## config.mk

```make
export PLATFORM = sky130hd
export DESIGN_NAME = sum_pipe
export DESIGN_NICKNAME = d
export VERILOG_FILES = /design/src/rtl/sum_pipe.sv
export SDC_FILE = /design/constraint.sdc
export NUM_CORES = 1
export LEC_CHECK = 0
export CORE_MARGIN = 2
export CORE_UTILIZATION = 30
export CTS_CLUSTER_DIAMETER = 60
export DETAILED_ROUTE_END_ITERATION = 12
export GPL_TIMING_DRIVEN = 0
export PLACE_DENSITY = 0.53
export SYNTH_ARGS = -nofsm -noshare
export SYNTH_HDL_FRONTEND = slang
export SYNTH_SLANG_ARGS = --single-unit
```

## constraint.sdc

```tcl
create_clock -name clk -period 31.5 [get_ports clk]
set_input_delay 6.3 -clock clk [delete_from_list [all_inputs] [get_ports clk]]
set_output_delay 6.3 -clock clk [all_outputs]
set_load 0.02 [all_outputs]
```

## src/rtl/sum_pipe.sv

```systemverilog
// sum_pipe: pipelined WIDTH-bit adder/subtractor. Stage k adds slice k, and a
// registered carry links one stage to the next. A valid/ready handshake stalls
// the whole pipeline as a unit.
//
// Ports:
//   clk, reset           clock, asynchronous active-high reset
//   in_valid / in_ready  input handshake (in_ready = pipeline may advance)
//   a, b, cin, sub       operands; sub=1 computes a - b - cin
//   out_valid/out_ready  output handshake
//   s, cout, ovf, zero   result, carry out (sub: 1 = no borrow),
//                        signed overflow, s == 0
//
// The latency is STAGES cycles. The bubbles are kept in the pipeline and are not collapsed.
module sum_pipe #(
    parameter int WIDTH   = 64,
    parameter int STAGE_W = 16
) (
    input  logic             clk,
    input  logic             reset,
    input  logic             in_valid,
    output logic             in_ready,
    input  logic [WIDTH-1:0] a,
    input  logic [WIDTH-1:0] b,
    input  logic             cin,
    input  logic             sub,
    output logic             out_valid,
    input  logic             out_ready,
    output logic [WIDTH-1:0] s,
    output logic             cout,
    output logic             ovf,
    output logic             zero
);
    localparam int SW_SAFE = (STAGE_W < 1) ? 1 : STAGE_W;
    localparam int STAGES  = (WIDTH / SW_SAFE < 1) ? 1 : WIDTH / SW_SAFE;
    localparam int LAST    = STAGES - 1;

    generate
        if (STAGE_W < 1 || (WIDTH % SW_SAFE) != 0 || WIDTH < SW_SAFE) begin : g_param_check
            $error("sum_pipe: WIDTH must be a non-zero multiple of STAGE_W (STAGE_W >= 1)");
        end
    endgenerate

    logic en;

    // Stage registers. a_q/b_q carry the full operands. The slices that are not yet
    // added are still in the skew and are read later. The MSBs are needed for ovf.
    logic [STAGES-1:0] vld_q;
    logic [STAGES-1:0] cy_q;
    logic [WIDTH-1:0]  a_q [STAGES];
    logic [WIDTH-1:0]  b_q [STAGES];
    logic [WIDTH-1:0]  s_q [STAGES];
    logic              ovf_q;
    logic              zero_q;

    // Values that each stage loads on en.
    logic [STAGES-1:0] vld_src;
    logic [STAGES-1:0] cy_src;
    logic [WIDTH-1:0]  a_src [STAGES];
    logic [WIDTH-1:0]  b_src [STAGES];
    logic [WIDTH-1:0]  s_src [STAGES];
    logic [WIDTH-1:0]  s_nxt [STAGES];
    logic [STAGE_W:0]  slice [STAGES];
    logic [STAGES-1:0] cy_nxt;

    assign en       = !out_valid || out_ready;
    assign in_ready = en;

    always_comb begin
        // The operands are conditioned once, at the input. The later stages see only an add.
        vld_src[0] = in_valid;
        cy_src[0]  = sub ? ~cin : cin;
        a_src[0]   = a;
        b_src[0]   = sub ? ~b : b;
        s_src[0]   = '0;
        for (int k = 1; k < STAGES; k++) begin
            vld_src[k] = vld_q[k-1];
            cy_src[k]  = cy_q[k-1];
            a_src[k]   = a_q[k-1];
            b_src[k]   = b_q[k-1];
            s_src[k]   = s_q[k-1];
        end
        for (int k = 0; k < STAGES; k++) begin
            slice[k] = {1'b0, a_src[k][k*STAGE_W +: STAGE_W]}
                     + {1'b0, b_src[k][k*STAGE_W +: STAGE_W]}
                     + {{STAGE_W{1'b0}}, cy_src[k]};
            s_nxt[k] = s_src[k];
            s_nxt[k][k*STAGE_W +: STAGE_W] = slice[k][STAGE_W-1:0];
            cy_nxt[k] = slice[k][STAGE_W];
        end
    end

    always_ff @(posedge clk or posedge reset) begin
        if (reset) begin
            vld_q  <= '0;
            cy_q   <= '0;
            ovf_q  <= 1'b0;
            zero_q <= 1'b0;
            for (int k = 0; k < STAGES; k++) begin
                a_q[k] <= '0;
                b_q[k] <= '0;
                s_q[k] <= '0;
            end
        end else if (en) begin
            vld_q <= vld_src;
            cy_q  <= cy_nxt;
            for (int k = 0; k < STAGES; k++) begin
                a_q[k] <= a_src[k];
                b_q[k] <= b_src[k];
                s_q[k] <= s_nxt[k];
            end
            // The flags are computed from the complete sum that the last stage produces.
            // They are registered with s.
            ovf_q  <= (a_src[LAST][WIDTH-1] == b_src[LAST][WIDTH-1]) &&
                      (s_nxt[LAST][WIDTH-1] != a_src[LAST][WIDTH-1]);
            zero_q <= (s_nxt[LAST] == '0);
        end
    end

    assign out_valid = vld_q[LAST];
    assign s         = s_q[LAST];
    assign cout      = cy_q[LAST];
    assign ovf       = ovf_q;
    assign zero      = zero_q;

endmodule

```

==> results of run 1 <==
==> worst reg2reg max path, stage by stage (launching register included) <==
cell      delay (ns)
dfrtp_1         0.35
nor2b_4         0.34
clkbuf_1        0.68
clkbuf_1        0.67
clkbuf_1        0.73
buf_1           0.67
nand2_1         0.13
nand2_1         0.08
==> final cells by class <==
cell class / count / area, um^2
Clock buffer: 62 / 1210
Buffer: 90 / 338
Fill cell: 5754 / 34100
Tap cell: 748 / 936
Timing Repair Buffer: 204 / 2090
Sequential cell: 362 / 9060
Multi-Input combinational cell: 1422 / 7340
Clock inverter: 13 / 82.6
Inverter: 33 / 131
==> per-layer routing <==
layer,global-route usage,up-vias,routed length (um)
met2,0.307,249,24700
met5,0,-,0
li1,-,6686,-
met1,0.243,6616,23600
met4,0.0617,0,1760
met3,0.0300,71,2090
==> metrics by stage <==
stage	instances	total power, mW	utilization	hold WS (ns)	instance area (um^2)
6_report	2934	2.23	0.383	0.463	21200
2_1_floorplan	1907	1.39	-	0.430	16900
5_1_grt	2934	2.40	0.383	0.485	21200
3_5_place_dp	2859	1.78	0.360	0.456	19900
3_3_place_gp	2856	1.76	0.358	0.453	19800
4_1_cts	2934	2.25	0.383	0.469	21200
==> flip-flops by register name, summed over array words and instances (netlist names) <==
register and count:
a_q 96, b_q 96, s_nxt 96, s 64
cy_q 4, vld_q 4, ovf 1, zero 1
==> power breakdown <==
group	switching (mW)	internal (mW)	total, mW	leakage [nW]
sequential	0.147	0.675	0.822	4.36
clock	0.196	0.266	0.462	0.643
combinational	0.572	0.371	0.942	4.98
total	0.915	1.31	2.23	9.98
==> synth_stat cells (all sizes together) (12+ instances only) <==
cell / n / area [um^2]
nand2: 848 / 3190
dfrtp: 362 / 9060
o21ai: 94 / 470
clkbuf: 79 / 297
xnor2: 68 / 596
ha: 60 / 751
nor2: 57 / 214
a21oi: 56 / 280
inv: 33 / 124
xor2: 32 / 280
nor3: 22 / 110
or3: 16 / 105
nor4: 15 / 113
nand3: 14 / 70.1
o31ai: 14 / 105
a21o: 13 / 97.6
a211oi: 12 / 90.1
==> cell families after synthesis <==
family                     synth area share
and+or+nand+nor                       0.242
DFF                                   0.537
AOI/OAI and AO/OA                    0.0863
buffers and inverters                0.0274
xor gates and xnor gates             0.0520
adders and majority gates            0.0540
muxes                              0.000668
==> path summary, 6_finish.rpt <==
| kind | end | slack, ns | depth (start not counted) |
|---|---|---|---|
| hold / removal | s[39]$_DFFE_PP0P_ | 0.46 | 2 |
| setup / recovery | in_ready | 14.94 | 8 |
| min in group asynchronous | s_nxt[138]$_DFFE_PP0P_ | 6.30 | 2 |
| hold reg to reg | s[39]$_DFFE_PP0P_ | 0.46 | 2 |
| setup reg to reg | s[47]$_DFFE_PP0P_ | 27.79 | 7 |
| max in group asynchronous | s[52]$_DFFE_PP0P_ | 24.22 | 3 |
==> key figures, run 1 <==
Hold path
  – Hold wc startpoint: s[39]$_DFFE_PP0P_
  – Type of the worst min-delay path: register to register

STA
  – Worst max-slew margin expressed relative to the limit: 0.191
  – Peak Freq: approximately 0.060 GHz
  – Finish-stage setup viols: 0
  – Time the worst path needs with I/O delays and setup: 16.56 ns
  – Tightest Pin Transition: 1.21 ns
  – Max-slew violation count: 0
  – Total negative setup slack: 0 ns
  – Clk_skew: around 0.015 ns
  – Fin. Hold Viols: 0
  – Unrepaired setup endpoints after global routing: false
  – Final critical-path setup slack: approximately 15 ns
  – Fin crit share: 0.526

Clocking
  – Clock root cell: clkbuf_16
  – Number of gates given a new drive strength after cts: 0
  – Clock latency on the worst-skew pair: 0.57 ns
  – Clk sinks: 362
  – Count of H-tree levels built during CTS: 2
  – CTS Hold Buffers Added: 0
  – CTS tree: built
  – Maximum number of buffers from clock root to sink: 3
  – Setup repair bufs after CTS: 0
  – CTS buffer count: 42
  – Clock transition at the registers of the reported paths: 0.06 ns

Logic synthesis
  – Post-Syn Instances: 1907
  – Top flip-flop cell by instance count after synthesis: dfrtp_1
  – Proportion of register bits with asynchronous set or reset after synthesis: 1.00
  – Mean instance size in the synthesized netlist: 8.84 um^2
  – Synthesis Warnings: 0
  – Number of synthesized flops with an enable pin: 0
  – Synthesis-stage register bit count: 362
  – Number of distinct library cells after synthesis: between 50 and 60
  – Post-synthesis sequential area ratio: 0.537
  – Post-Synthesis Net Count: about 2100
  – Mapped Area: between 15000 and 20000 um^2

Die
  – Number of ports placed on the die boundary: approximately 200
  – Standard-cell row count: 86
  – Die width: 241 um
  – Core outline area: 55300 um^2
  – Die Y: 241 um
  – Initial core utilization: 0.305
  – Area of the die: 58100 um^2

Power and ir drop
  – Maximum ir drop on the vdd rail: roughly 0.000042 V
  – Leakage power figure: roughly 10 nW
  – Power density relative to cell area: 105 nW/um^2

Critical path
  – Startpoint of the worst-slack reg-to-reg timing path: vld_q[3]$_DFFE_PP0P_
  – CP arrival: around 10 ns
  – Required time of the critical path: 25.20 ns
  – Cell type of the slowest stage on the worst timing path: clkbuf_1
  – CP bufs+invs: 7
  – Path type of the worst setup path: input port to output pin
  – Crit path top cell by count: clkbuf_1
  – Beginning of the critical path: out_ready
  – Critical Path Source Type: input port
  – Cell family with the largest share of critical-path delay: buffers and inverters
  – Largest fanout on the critical path: 10
  – Critical path capture point type: output pin
  – Maximum single-stage delay on the critical path: between 0.8 and 0.9 ns
  – Critical Path, Cell by Cell: clkdlybuf4s50_1 -> nor2b_4 -> clkbuf_1 -> inv_1 -> clkbuf_1 -> clkbuf_1 -> clkbuf_1 -> clkdlybuf4s50_1

Layout
  – Signed area change from the synthesized netlist to the final layout: 25.7%
  – Antenna cell count: 0
  – Net count, final: 2357
  – Share of cells above drive strength 1: 0.0371
  – Most common cell after layout, fill and taps aside: nand2_1
  – Commonest non-fill, non-tap cells in the layout: 847 x nand2_1, 362 x dfrtp_1, 201 x clkdlybuf4s50_1, 92 x clkbuf_1, 74 x o21ai_0

Placement
  – Port-buffer cells: 201
  – Final HPWL DP: 40200 um
  – Place WS: 14.89 ns
  – Weighted congestion at the end of routability-driven global placement: 0.841

Run status
  – Outcome: completed

Detailed routing
  – Via/cell ratio: 4.64
  – DRC violation count after routing: 0
  – Remaining antenna violation count: 0
  – WL final: around 52000 um
  – 1st-pass router iterations: 5
  – Initial DRC count: 665
  – Vias after detailed routing: 13600
  – Detailed-route wire length per cell: roughly 18 um

Global route
  – GRT overflow: 0
  – Total routing usage reported by global routing: 0.184
  – Wire length of the first global-routing pass: 80800 um
  – Number of global-route vias before repair: 14000
  – Antenna violations before repair: 0
  – Largest net degree at the start of global routing: 98

Run
  – Count of max-cap constraint violations: 0
(Power assumes the default switching activity.)
==> run 2, diff against run 1 <==
- PLACE_DENSITY: 0.53 -> 0.55
- clock period: 31.5 -> 14.38 ns (I/O delays scaled with it)
==> run 2 against run 1 <==
Critical path depth did not move. Count of clock-buffer cells in the layout down 4. Die area stayed put. Highest routed layer unchanged. Clock skew rose by 0.011 ns. Final cell count grew 0.17%. Global-route usage decreased by 0.34 points. First-iteration DRC count rose by 5.0%. Routed wire length down 0.46%.
==> key figures, run 2 (synthesized netlist as in run 1, its figures left out) <==
Global route
  – Number of global-route vias before repair: approximately 14000
  – Antenna violations before repair: 0
  – Wire length of the first global-routing pass: around 79000 um
  – GRT overflow: 0
  – Total routing usage reported by global routing: 0.181
  – Largest net degree at the start of global routing: 136

Layout
  – Sequential Area: 9060 um^2
  – Number of filler instances in the final layout: approximately 5700
  – Area occupied by multi-input gates: approximately 7300 um^2
  – Most common cell after layout, fill and taps aside: nand2_1
  – Net count, final: ~2400
  – Antenna cell count: 0
  – Share of cells above drive strength 1: 0.0424
  – Commonest non-fill, non-tap cells in the layout: 847 x nand2_1, 362 x dfrtp_1, 201 x clkdlybuf4s50_1, 85 x clkbuf_1, 74 x o21ai_0
  – Signed area change from the synthesized netlist to the final layout: 26.5%

Run
  – Count of max-cap constraint violations: 0

STA
  – Worst max-slew margin expressed relative to the limit: 0.277
  – Unrepaired setup endpoints after global routing: false
  – Minimum hold slack: 0.462 ns
  – Fin crit share: 0.673
  – Fin. Hold Viols: 0
  – Finish-stage setup viols: 0
  – Total negative setup slack: 0 ns
  – Clk_skew: 0.0255 ns
  – Time the worst path needs with I/O delays and setup: between 9 and 10 ns
  – Tightest Pin Transition: 1.08 ns
  – Max-slew violation count: 0
  – Peak Freq: 0.103 GHz

Critical path
  – CP arrival: approximately 6.8 ns
  – Reg2reg path depth: 7
  – Critical Path Source Type: input port
  – Critical Path, Cell by Cell: clkdlybuf4s50_1 -> nor2b_4 -> clkbuf_1 -> inv_1 -> clkbuf_1 -> clkbuf_1 -> clkbuf_1 -> clkdlybuf4s50_1
  – Largest fanout on the critical path: 10
  – Required time of the critical path: 11.50 ns
  – Critical path capture point type: output pin
  – Path type of the worst setup path: input port to output pin
  – Crit path top cell by count: clkbuf_1
  – Maximum single-stage delay on the critical path: between 0.8 and 0.9 ns
  – Cell type of the slowest stage on the worst timing path: clkbuf_1

Hold path
  – Type of the worst min-delay path: register to register
  – Worst Hold Path Cells: 2

Clocking
  – CTS Hold Buffers Added: 0
  – Maximum number of buffers from clock root to sink: 3
  – Setup repair bufs after CTS: 0
  – Number of gates given a new drive strength after cts: 0
  – CTS tree: built
  – Count of H-tree levels built during CTS: 2
  – CTS buffer count: 44
  – Clk sinks: 362
  – Clock transition at the registers of the reported paths: 0.06 ns
  – Clock root cell: clkbuf_16
  – Clock latency on the worst-skew pair: 0.57 ns

Detailed routing
  – Via/cell ratio: 4.66
  – Detailed-route wire length per cell: ~18 um
  – DRC violation count after routing: 0
  – Initial DRC count: 698
  – Remaining antenna violation count: 0
  – 1st-pass router iterations: 5
  – Vias after detailed routing: 13700
  – WL final: approximately 52000 um

Power and ir drop
  – Switching part of the total: 0.407
  – Combinational share of power: 0.414
  – Net switching power: around 2.0 mW
  – Maximum ir drop on the vdd rail: ~0.00011 V
  – Sequential cell fraction of total power: 0.365
  – Final total power: 4.95 mW
  – Int Power: just under 3 mW
  – Power density relative to cell area: 232 nW/um^2
  – Share of power burned in the clock network: 0.221
  – Leakage power figure: 10.0 nW

Die
  – Core outline area: 55300 um^2
  – Die width: 241 um
  – Initial core utilization: 0.305
  – Number of ports placed on the die boundary: 203
  – Standard-cell row count: 86
  – Die Y: 241 um
  – Area of the die: around 58000 um^2

Placement
  – Final HPWL DP: 39700 um
  – Port-buffer cells: roughly 200
  – Weighted congestion at the end of routability-driven global placement: 0.878

Run status
  – Outcome: completed
run 2: cell types whose count changed in the layout (fill, tap and decap cells not counted), sizes merged:
| cell | before | now |
|---|---|---|
| clkbuf | 141 | 137 |
| bufinv | 0 | 2 |
| clkinvlp | 0 | 3 |
| clkinv | 10 | 13 |
| inv | 36 | 37 |
run 2: worst max-delay path: cells and delay by family:
family        cells  cell delay, ns
simple gates      1            0.10
buf+inv           7            3.81
run 2: area by class of cell:
class | count | area share
sequential | 362 | 0.425
buffer | 90 | 0.0158
clock buffer | 58 | 0.0578
tap | 748 | 0.0439
timing repair buffer | 204 | 0.0982
inverter | 33 | 0.00616
multi-input combinational | 1422 | 0.344
clock inverter | 22 | 0.00939
run 2: power groups by stage:
stage / registers (mW) / logic (mW) / clock network (mW)
5_1_grt: 1.86 / 2.29 / 1.16
4_1_cts: 1.81 / 2.07 / 1.12
3_3_place_gp: 1.81 / 2.02 / 0
3_5_place_dp: 1.82 / 2.06 / 0
2_1_floorplan: 1.81 / 1.24 / 0
6_report: 1.80 / 2.05 / 1.09
run 2: metrics by stage:
step / setup slack [ns] / instance area [um^2] / utilization / instances
final: 4.70 / 21300 / 0.386 / 2939
after global routing: 4.55 / 21300 / 0.386 / 2939
after CTS: 4.66 / 21300 / 0.386 / 2939
after detailed placement: 4.66 / 19900 / 0.360 / 2859
after global placement: -2.87 / 19800 / 0.358 / 2856
after floorplan: 1.46 / 16900 / - / 1907
run 2: layer usage:
| metal | wire length (um) | track usage | up-vias |
|---|---|---|---|
| met5 | 0 | 0 | - |
| met3 | 2090 | 0.0294 | 68 |
| met2 | 25000 | 0.307 | 243 |
| li1 | - | - | 6701 |
| met4 | 1390 | 0.0546 | 0 |
| met1 | 23400 | 0.236 | 6670 |
run 2: final timing paths:
| check | from | to | slack [ns] |
|---|---|---|---|
| worst min register to register | a_q[245]$_DFFE_PP0P_ | a_q[181]$_DFFE_PP0P_ | 0.46 |
| max in group asynchronous | reset | b_q[235]$_DFFE_PP0P_ | 9.82 |
| worst min-delay path | a_q[245]$_DFFE_PP0P_ | a_q[181]$_DFFE_PP0P_ | 0.46 |
| min in group asynchronous | reset | s_nxt[141]$_DFFE_PP0P_ | 2.69 |
| worst max register to register | vld_q[3]$_DFFE_PP0P_ | a_q[209]$_DFFE_PP0P_ | 10.77 |
| worst max-delay path | out_ready | in_ready | 4.70 |
